**config.mk**
```make
export PLATFORM = sky130hd
export DESIGN_NAME = usb_rx_ll
export DESIGN_NICKNAME = d
export VERILOG_FILES = /design/src/rtl/usb_rx_ll.sv
export SDC_FILE = /design/constraint.sdc
export NUM_CORES = 1
export LEC_CHECK = 0
export CORE_MARGIN = 5
export CORE_UTILIZATION = 42
export CTS_CLUSTER_SIZE = 40
export DETAILED_ROUTE_END_ITERATION = 12
export PLACE_DENSITY = 0.61
export SYNTH_ARGS = -nofsm -noshare
export SYNTH_HDL_FRONTEND = slang
export SYNTH_SLANG_ARGS = --single-unit
```
**constraint.sdc**
```tcl
create_clock -name clk -period 2.4 [get_ports clk]
set_clock_uncertainty 0.1 [all_clocks]
set_input_delay 0.48 -clock clk [delete_from_list [all_inputs] [get_ports clk]]
set_output_delay 0.48 -clock clk [all_outputs]
set_load 0.01 [all_outputs]
```
**src/rtl/usb_rx_ll.sv**
```systemverilog
// Full-speed USB receive link layer: 4-phase DPLL bit recovery, SYNC detect,
// NRZI decode, bit unstuffing and EOP/error framing toward the deserializer.
module usb_rx_ll #(
    parameter int unsigned SAMPLE_PHASE = 2,
    parameter int unsigned IDLE_BITS    = 7
) (
    input  logic clk,
    input  logic rst_n,
    input  logic phy_rx_dp,
    input  logic phy_rx_dn,
    input  logic phy_rx_chg,
    input  logic rx_en,
    output logic ll_start,
    output logic ll_valid,
    output logic ll_data,
    output logic ll_eop,
    output logic ll_err,
    output logic ll_active
);
    localparam int unsigned PHASE_W = 2;
    localparam int unsigned CNT_W   = 3;
    localparam int unsigned JCNT_W  = $clog2(IDLE_BITS + 1);

    typedef enum logic [2:0] {
        S_IDLE,
        S_SYNC,
        S_ACTIVE,
        S_EOP,
        S_ERROR
    } state_t;

    state_t              state;
    logic [PHASE_W-1:0]  phase;
    logic                prev_j;
    logic [CNT_W-1:0]    zcnt;
    logic [CNT_W-1:0]    ones;
    logic [CNT_W-1:0]    se0cnt;
    logic [JCNT_W-1:0]   jcnt;
    logic                se0_seen;

    logic sym_j, sym_k, sym_se0, sym_se1;
    logic strobe;
    logic nrzi_bit;

    assign sym_j    = phy_rx_dp & ~phy_rx_dn;
    assign sym_k    = ~phy_rx_dp & phy_rx_dn;
    assign sym_se0  = ~phy_rx_dp & ~phy_rx_dn;
    assign sym_se1  = phy_rx_dp & phy_rx_dn;
    // A line edge re-centres the DPLL and suppresses a coincident sample
    assign strobe   = (phase == PHASE_W'(SAMPLE_PHASE)) && !phy_rx_chg;
    assign nrzi_bit = (sym_j == prev_j);

    // Bit-timing DPLL: edges restart the phase, otherwise free-run mod 4
    always_ff @(posedge clk or negedge rst_n) begin
        if (!rst_n) begin
            phase <= '0;
        end else if (phy_rx_chg) begin
            phase <= PHASE_W'(1);
        end else begin
            phase <= phase + PHASE_W'(1);
        end
    end

    // Link-layer FSM with registered strobes
    always_ff @(posedge clk or negedge rst_n) begin
        if (!rst_n) begin
            state     <= S_IDLE;
            prev_j    <= 1'b1;
            zcnt      <= '0;
            ones      <= '0;
            se0cnt    <= '0;
            jcnt      <= '0;
            se0_seen  <= 1'b0;
            ll_start  <= 1'b0;
            ll_valid  <= 1'b0;
            ll_data   <= 1'b0;
            ll_eop    <= 1'b0;
            ll_err    <= 1'b0;
            ll_active <= 1'b0;
        end else begin
            ll_start  <= 1'b0;
            ll_valid  <= 1'b0;
            ll_eop    <= 1'b0;
            ll_err    <= 1'b0;
            ll_active <= ll_active & ~(ll_eop | ll_err);

            if (!rx_en) begin
                // Controller is transmitting: abort any packet in flight exactly once
                state  <= S_IDLE;
                prev_j <= 1'b1;
                if (ll_active && !ll_eop && !ll_err) begin
                    ll_err <= 1'b1;
                end
            end else if (strobe) begin
                // ERROR exit trackers start fresh from the sample that enters ERROR
                if (state != S_ERROR) begin
                    jcnt     <= '0;
                    se0_seen <= sym_se0;
                end
                if (sym_j || sym_k) begin
                    prev_j <= sym_j;
                end

                case (state)
                    S_IDLE: begin
                        if (sym_k) begin
                            state <= S_SYNC;
                            zcnt  <= CNT_W'(1);
                        end
                    end

                    S_SYNC: begin
                        if (sym_se0 || sym_se1) begin
                            state <= S_IDLE;
                        end else if (!nrzi_bit) begin
                            if (zcnt != CNT_W'(7)) begin
                                zcnt <= zcnt + CNT_W'(1);
                            end
                        end else if (zcnt >= CNT_W'(3)) begin
                            state     <= S_ACTIVE;
                            ones      <= '0;
                            ll_start  <= 1'b1;
                            ll_active <= 1'b1;
                        end else begin
                            state <= S_IDLE;
                        end
                    end

                    S_ACTIVE: begin
                        if (sym_j || sym_k) begin
                            if (ones == CNT_W'(6)) begin
                                if (!nrzi_bit) begin
                                    ones <= '0;
                                end else begin
                                    ll_err <= 1'b1;
                                    state  <= S_ERROR;
                                end
                            end else begin
                                ll_valid <= 1'b1;
                                ll_data  <= nrzi_bit;
                                ones     <= nrzi_bit ? ones + CNT_W'(1) : '0;
                            end
                        end else if (sym_se0) begin
                            state  <= S_EOP;
                            se0cnt <= CNT_W'(1);
                        end else begin
                            ll_err <= 1'b1;
                            state  <= S_ERROR;
                        end
                    end

                    S_EOP: begin
                        if (sym_se0) begin
                            if (se0cnt == CNT_W'(3)) begin
                                ll_err <= 1'b1;
                                state  <= S_ERROR;
                            end else begin
                                se0cnt <= se0cnt + CNT_W'(1);
                            end
                        end else if (sym_j) begin
                            ll_eop <= 1'b1;
                            state  <= S_IDLE;
                        end else begin
                            ll_err <= 1'b1;
                            state  <= S_ERROR;
                        end
                    end

                    S_ERROR: begin
                        if (sym_j) begin
                            if (se0_seen || (jcnt == JCNT_W'(IDLE_BITS - 1))) begin
                                state <= S_IDLE;
                            end else begin
                                jcnt <= jcnt + JCNT_W'(1);
                            end
                        end else if (sym_se0) begin
                            se0_seen <= 1'b1;
                            jcnt     <= '0;
                        end else begin
                            se0_seen <= 1'b0;
                            jcnt     <= '0;
                        end
                    end

                    default: state <= S_IDLE;
                endcase
            end
        end
    end

endmodule

```
; Word-level counts from Yosys, hierarchy flattened
; Index checks and enable logic that the tools add are counted.
[totals]
ff_bits = 25
n_memories = 0
latch_bits = 0
elab_cells = 160
rom_bits = 0
in_bits = 6
ramBits = 0
[op_classes]
n_eq_ne = 32
div_mod_pow = 0
mul = 0
n_mux = 78
add_sub_neg = 5
magnitude_cmp = 1
n_reduce_logical = 20
shift = 0
bitwise_logic = 10
[op_table]
columns = op, n
row1 = 3-bit 2-to-1 mux, 32
row2 = 1-bit 2-to-1 mux, 39
row3 = 2-bit inequality test (second input constant), 11
row4 = 3-bit inequality test (second input constant), 6
row5 = 3-bit case mux with 2 select lines, 3
row6 = 4-bit inequality test (second input constant), 4
row7 = 8-bit AND reduction, 2
row8 = 3-bit case mux with 5 select lines, 1
row9 = 7-bit AND reduction, 2
row10 = 3-bit by 1-bit adder with 3-bit output (second input constant), 4
row11 = 3-bit by 2-bit == test with 1-bit output (second input constant), 3
row12 = 3-bit == test (second input constant), 3
row13 = 2-bit nonzero test, 3
row14 = 1-bit AND, 5
row15 = 5-bit AND reduction, 1
row16 = 2-bit 2-to-1 mux, 2
row17 = 2-bit by 1-bit inequality test with 1-bit output (second input constant), 2
row18 = 1-bit NOT, 4
row19 = 2-bit AND reduction, 2
row20 = 3-bit by 1-bit == test with 1-bit output (second input constant), 1
row21 = 3-bit by 2-bit greater-or-equal comparator with 1-bit output (second input constant), 1
row22 = 1-bit logical AND, 3
row23 = 1-bit zero test, 3
row24 = 3-bit zero test, 1
row25 = other kinds (6), 8

; Depth between registers and ports, before layout
[logic_depth]
depth_word = 9
mapped_depth = 7
depth_no_buf = 6

; Worst setup path before layout
; No wires, ideal clock.
[synth_path]
path_kind = in2reg
start = input port phy_rx_dp
end = register ones[0]
n_path_buf = 1
stages = 7
slack_ns = 0.173
arrival_ns = 2.003
path_cell_list = inv_1 -> ha_1 -> buf_2 -> nand3b_1 -> a2111oi_0 -> or2_1 -> mux2_2
[synth_between]
elab_chain_len = 6
elab_cells_between_ends = 17
classes_between = eq/ne (5) / mux (4) / bitwise (5) / reduce/logical (3)
[synth_lines]
columns = item, line
row1 = "start, declared", 9  ; input logic phy_rx_dp,
row2 = 1-bit AND, 45  ; assign sym_j = phy_rx_dp & ~phy_rx_dn;
row3 = 1-bit == test, 51  ; assign nrzi_bit = (sym_j == prev_j);
row4 = 3-bit 2-to-1 mux, 141  ; ones <= nrzi_bit ? ones + CNT_W'(1) : '0;
row5 = 3-bit 2-to-1 mux, 131  ; if (ones == CNT_W'(6)) begin
row6 = 3-bit 2-to-1 mux, 130  ; if (sym_j || sym_k) begin
row7 = 3-bit case mux with 2 select lines, 104  ; case (state)
row8 = "end signal, assigned", 141
row9 = "end, declared", 36  ; logic [CNT_W-1:0] ones;
; Several ways; a longest one is shown, not always the timed one. The select of a mux whose other input is x is not followed.
; A chain may end at the register's enable or synchronous reset.

; Worst setup path in the final report
[layout_path]
start = input port phy_rx_dp
end = register ones[1]
; The elaborated chain is that of the path after synthesis.

==> report_table.html <==
<table>
<tr><th>Metric</th><th>Value</th></tr>
<tr><th colspan="2">Status</th></tr>
<tr><td>Run status</td><td>complete, no violations</td></tr>
<tr><th colspan="2">Setup path</th></tr>
<tr><td>CP endpoint kind</td><td>register</td></tr>
<tr><td>Data arrival time of the critical path</td><td>2.39 ns</td></tr>
<tr><td>Required time of the critical path</td><td>2.46 ns</td></tr>
<tr><td>Startpoint Class</td><td>input port</td></tr>
<tr><td>Type of the worst setup path</td><td>in -&gt; reg</td></tr>
<tr><td>Max Fanout on Critical Path</td><td>8</td></tr>
<tr><th colspan="2">Floorplanning</th></tr>
<tr><td>Die area</td><td>5040 um^2</td></tr>
<tr><td>Die height</td><td>between 70 and 80 um</td></tr>
<tr><td>Number of standard-cell rows in the floorplan</td><td>22</td></tr>
<tr><td>Num ports</td><td>12</td></tr>
<tr><td>Horizontal die dimension</td><td>71.0 um</td></tr>
<tr><td>Starting density of the core</td><td>43.0%</td></tr>
<tr><td>Placeable Area</td><td>3630 um^2</td></tr>
<tr><th colspan="2">Logic synthesis</th></tr>
<tr><td>Syn nets</td><td>170</td></tr>
<tr><td>Portion of synthesized cell area occupied by the leading cell type</td><td>between 30% and 40%</td></tr>
<tr><td>Area of the mapped netlist</td><td>about 1600 um^2</td></tr>
<tr><td>FFs w/ async S/R, synth</td><td>100%</td></tr>
<tr><td>Unique masters post-synth</td><td>42</td></tr>
<tr><td>Area contributors post-synth</td><td>dfrtp_1, ha_1, mux2i_1</td></tr>
<tr><td>Dominant cell type by area after synthesis</td><td>dfrtp_1</td></tr>
<tr><td>Instance count of the mapped netlist</td><td>151</td></tr>
<tr><td>Yosys warning count</td><td>0</td></tr>
<tr><td>Proportion of synthesized chip area in sequential cells</td><td>40.1%</td></tr>
<tr><td>Number of storage elements in the synthesis netlist</td><td>25</td></tr>
<tr><td>Number of synthesized flops with an enable pin</td><td>0</td></tr>
<tr><td>Syn_area_per_cell</td><td>10.4 um^2</td></tr>
<tr><td>Primary flip-flop cell chosen by synthesis mapping</td><td>dfrtp_1</td></tr>
<tr><th colspan="2">Route</th></tr>
<tr><td>Number of vias per cell</td><td>5.17</td></tr>
<tr><td>Routed length per instance</td><td>14.3 um</td></tr>
<tr><td>Count of antenna-violating nets left after detailed routing</td><td>0</td></tr>
<tr><td>Detailed-route wire length</td><td>3280 um</td></tr>
<tr><td>Total DRC errors in the routed layout</td><td>0</td></tr>
<tr><td>First-pass iteration count of the detailed router</td><td>4</td></tr>
<tr><td>Via total after detailed routing</td><td>1189</td></tr>
<tr><td>Drt initial violations</td><td>47</td></tr>
<tr><th colspan="2">Clock tree</th></tr>
<tr><td>Root buffer cell</td><td>clkbuf_8</td></tr>
<tr><td>Worst skew pair latency</td><td>0.27 ns</td></tr>
<tr><td>Clock slew seen by the registers of the worst setup and hold paths</td><td>0.08 ns</td></tr>
<tr><td>TritonCTS clock tree</td><td>done</td></tr>
<tr><td>Number of H-tree levels</td><td>1</td></tr>
<tr><td>Clock tree buffer depth</td><td>2</td></tr>
<tr><td>Hold bufs inserted after CTS</td><td>0</td></tr>
<tr><td>Number of CTS-inserted buffers</td><td>3</td></tr>
<tr><td>Clock sink total</td><td>25</td></tr>
<tr><th colspan="2">Power and ir drop</th></tr>
<tr><td>Maximum ir drop on the vdd rail</td><td>0.000342 V</td></tr>
<tr><td>Power per cell area</td><td>468 nW/um^2</td></tr>
<tr><td>LEAKAGE</td><td>0.926 nW</td></tr>
<tr><th colspan="2">Layout</th></tr>
<tr><td>Layout cell share with drive strength beyond 1</td><td>23.6%</td></tr>
<tr><td>Commonest cells after routing, fill and taps aside</td><td>dfrtp_1, buf_4, nand2_1</td></tr>
<tr><td>Nets</td><td>202</td></tr>
<tr><td>Combined area of the multi-input logic cells</td><td>896 um^2</td></tr>
<tr><td>Area occupied by registers</td><td>627 um^2</td></tr>
<tr><td>Area growth from synthesis to layout</td><td>25.4%</td></tr>
<tr><td>ANT cells</td><td>0</td></tr>
<tr><td>Final non-filler cell total</td><td>230</td></tr>
<tr><td>Leading cell type in the layout, fill and taps excluded</td><td>dfrtp_1</td></tr>
<tr><td>Number of fill cells in the layout</td><td>330</td></tr>
<tr><th colspan="2">GRT</th></tr>
<tr><td>Global route overflow</td><td>0</td></tr>
<tr><td>Number of antenna violations at the first check in global routing</td><td>0</td></tr>
<tr><td>GR Util All Layers</td><td>roughly 14%</td></tr>
<tr><td>Global-route wire length before repair</td><td>roughly 5800 um</td></tr>
<tr><td>Vias in the first global route</td><td>1212</td></tr>
<tr><td>Largest net degree at the start of global routing</td><td>26</td></tr>
<tr><th colspan="2">Placement</th></tr>
<tr><td>Input/output buffers</td><td>11</td></tr>
<tr><td>Worst setup slack after placement</td><td>-0.359 ns</td></tr>
<tr><td>Weighted congestion at the end of routability-driven global placement</td><td>0.912</td></tr>
<tr><td>Number of instances in the placed design</td><td>224</td></tr>
<tr><td>DPL Wire Length</td><td>2490 um</td></tr>
<tr><th colspan="2">STA</th></tr>
<tr><td>Period utilization</td><td>96.9%</td></tr>
<tr><td>Crit path setup slack, layout</td><td>0.0735 ns</td></tr>
<tr><td>Achievable frequency</td><td>430 MHz</td></tr>
<tr><td>Worst Tran Pin Value</td><td>0.449 ns</td></tr>
<tr><td>Number of slew-limit violations in the final report</td><td>0</td></tr>
<tr><td>Final hold violation count</td><td>0</td></tr>
<tr><td>Number of failing setup endpoints in the final timing report</td><td>0</td></tr>
<tr><td>Relative max-transition margin</td><td>70.1%</td></tr>
<tr><td>Post-route setup TNS</td><td>0 ns</td></tr>
<tr><td>Hold_ws</td><td>approximately 0.35 ns</td></tr>
<tr><td>Final min period</td><td>2.33 ns</td></tr>
<tr><th colspan="2">Worst hold path</th></tr>
<tr><td>Hold/Removal Path Class</td><td>reg -&gt; reg</td></tr>
<tr><th colspan="2">Flow run</th></tr>
<tr><td>Number of violations of the max-capacitance limit</td><td>0</td></tr>
</table>
## per-stage QoR
| step | power, mW | utilization, % | cell area, um^2 |
|---|---|---|---|
| finish | 0.917 | 54.0 | 1960 |
| global route | 0.982 | 54.0 | 1960 |
| CTS | 0.918 | 52.7 | 1910 |
| detailed placement | 0.667 | 50.9 | 1850 |
| global placement | 0.657 | 50.9 | 1850 |
| floorplan | 0.602 | - | 1560 |
## critical path: stages
cell and delay (ns):
clkdlybuf4s50_1 0.50, inv_1 0.09, ha_4 0.28, buf_6 0.13, nand4b_1 0.12, and4bb_4 0.34, or2_4 0.13, mux2_2 0.32
## worst paths after layout
path / startpoint / to / slack, ns / cells past startpoint
min in group asynchronous: rst_n / zcnt[0] / 0.48 / 2
max in group asynchronous: rst_n / prev_j / 1.43 / 2
worst min-delay path: phase[0] / phase[0] / 0.35 / 1
worst max-delay path: phy_rx_dp / ones[1] / 0.07 / 8
worst min register to register: phase[0] / phase[0] / 0.35 / 1
worst max register to register: zcnt[0] / ones[1] / 0.34 / 6
## synth_stat cells (3+ instances only)
master,instances
mux2i_1,6
o21ai_0,4
ha_1,13
nand2_1,14
nand3b_1,3
nor2b_1,3
dfrtp_1,24
buf_2,5
nor2_1,9
nand3_1,5
inv_1,11
nand2b_1,6
nor3b_1,4
nand4b_1,3
mux2_2,5
## final cells by class
class | instances | share of cell area (%)
Clock buffer | 4 | 2.30
Inverter | 11 | 2.10
Multi-Input combinational cell | 108 | 45.7
Sequential cell | 25 | 32.0
Tap cell | 48 | 3.06
Timing Repair Buffer | 34 | 14.9
## power breakdown
group,internal [mW],switching [mW]
registers,0.459,0.0315
clock network,0.119,0.127
logic,0.0919,0.0894
total,0.669,0.248
## repair_timing
action	CTS	global route
pin swaps	2	3
gates resized for setup	4	7
setup buffers	0	2
setup endpoints to repair	5	5
## cell families after synthesis
kind of cell    count (synthesis)  share of synthesized area (%)
simple gates                   58                           21.7
flops                          25                           40.1
compound gates                 20                           10.7
buf+inv                        18                           5.44
fa+ha+maj                      13                           10.4
mux                            12                           8.40
xor+xnor                        5                           3.28
## state kept, by name, summed over array words and instances (netlist names), 2 cells and up
signal  cells
se0cnt      3
phase       2
ones        3
zcnt        3
state       3
jcnt        3
## layer usage
layer  vias to the layer above  share of wire [%]  global-route usage [%]
met4                         0                1.8                    6.26
li1                        588                  -                       -
met2                        34                 46                    21.2
met5                         -                  0                       0
met1                       562                 47                    20.2
met3                         5                4.4                    2.27
Power figures use the tool's default switching activity.
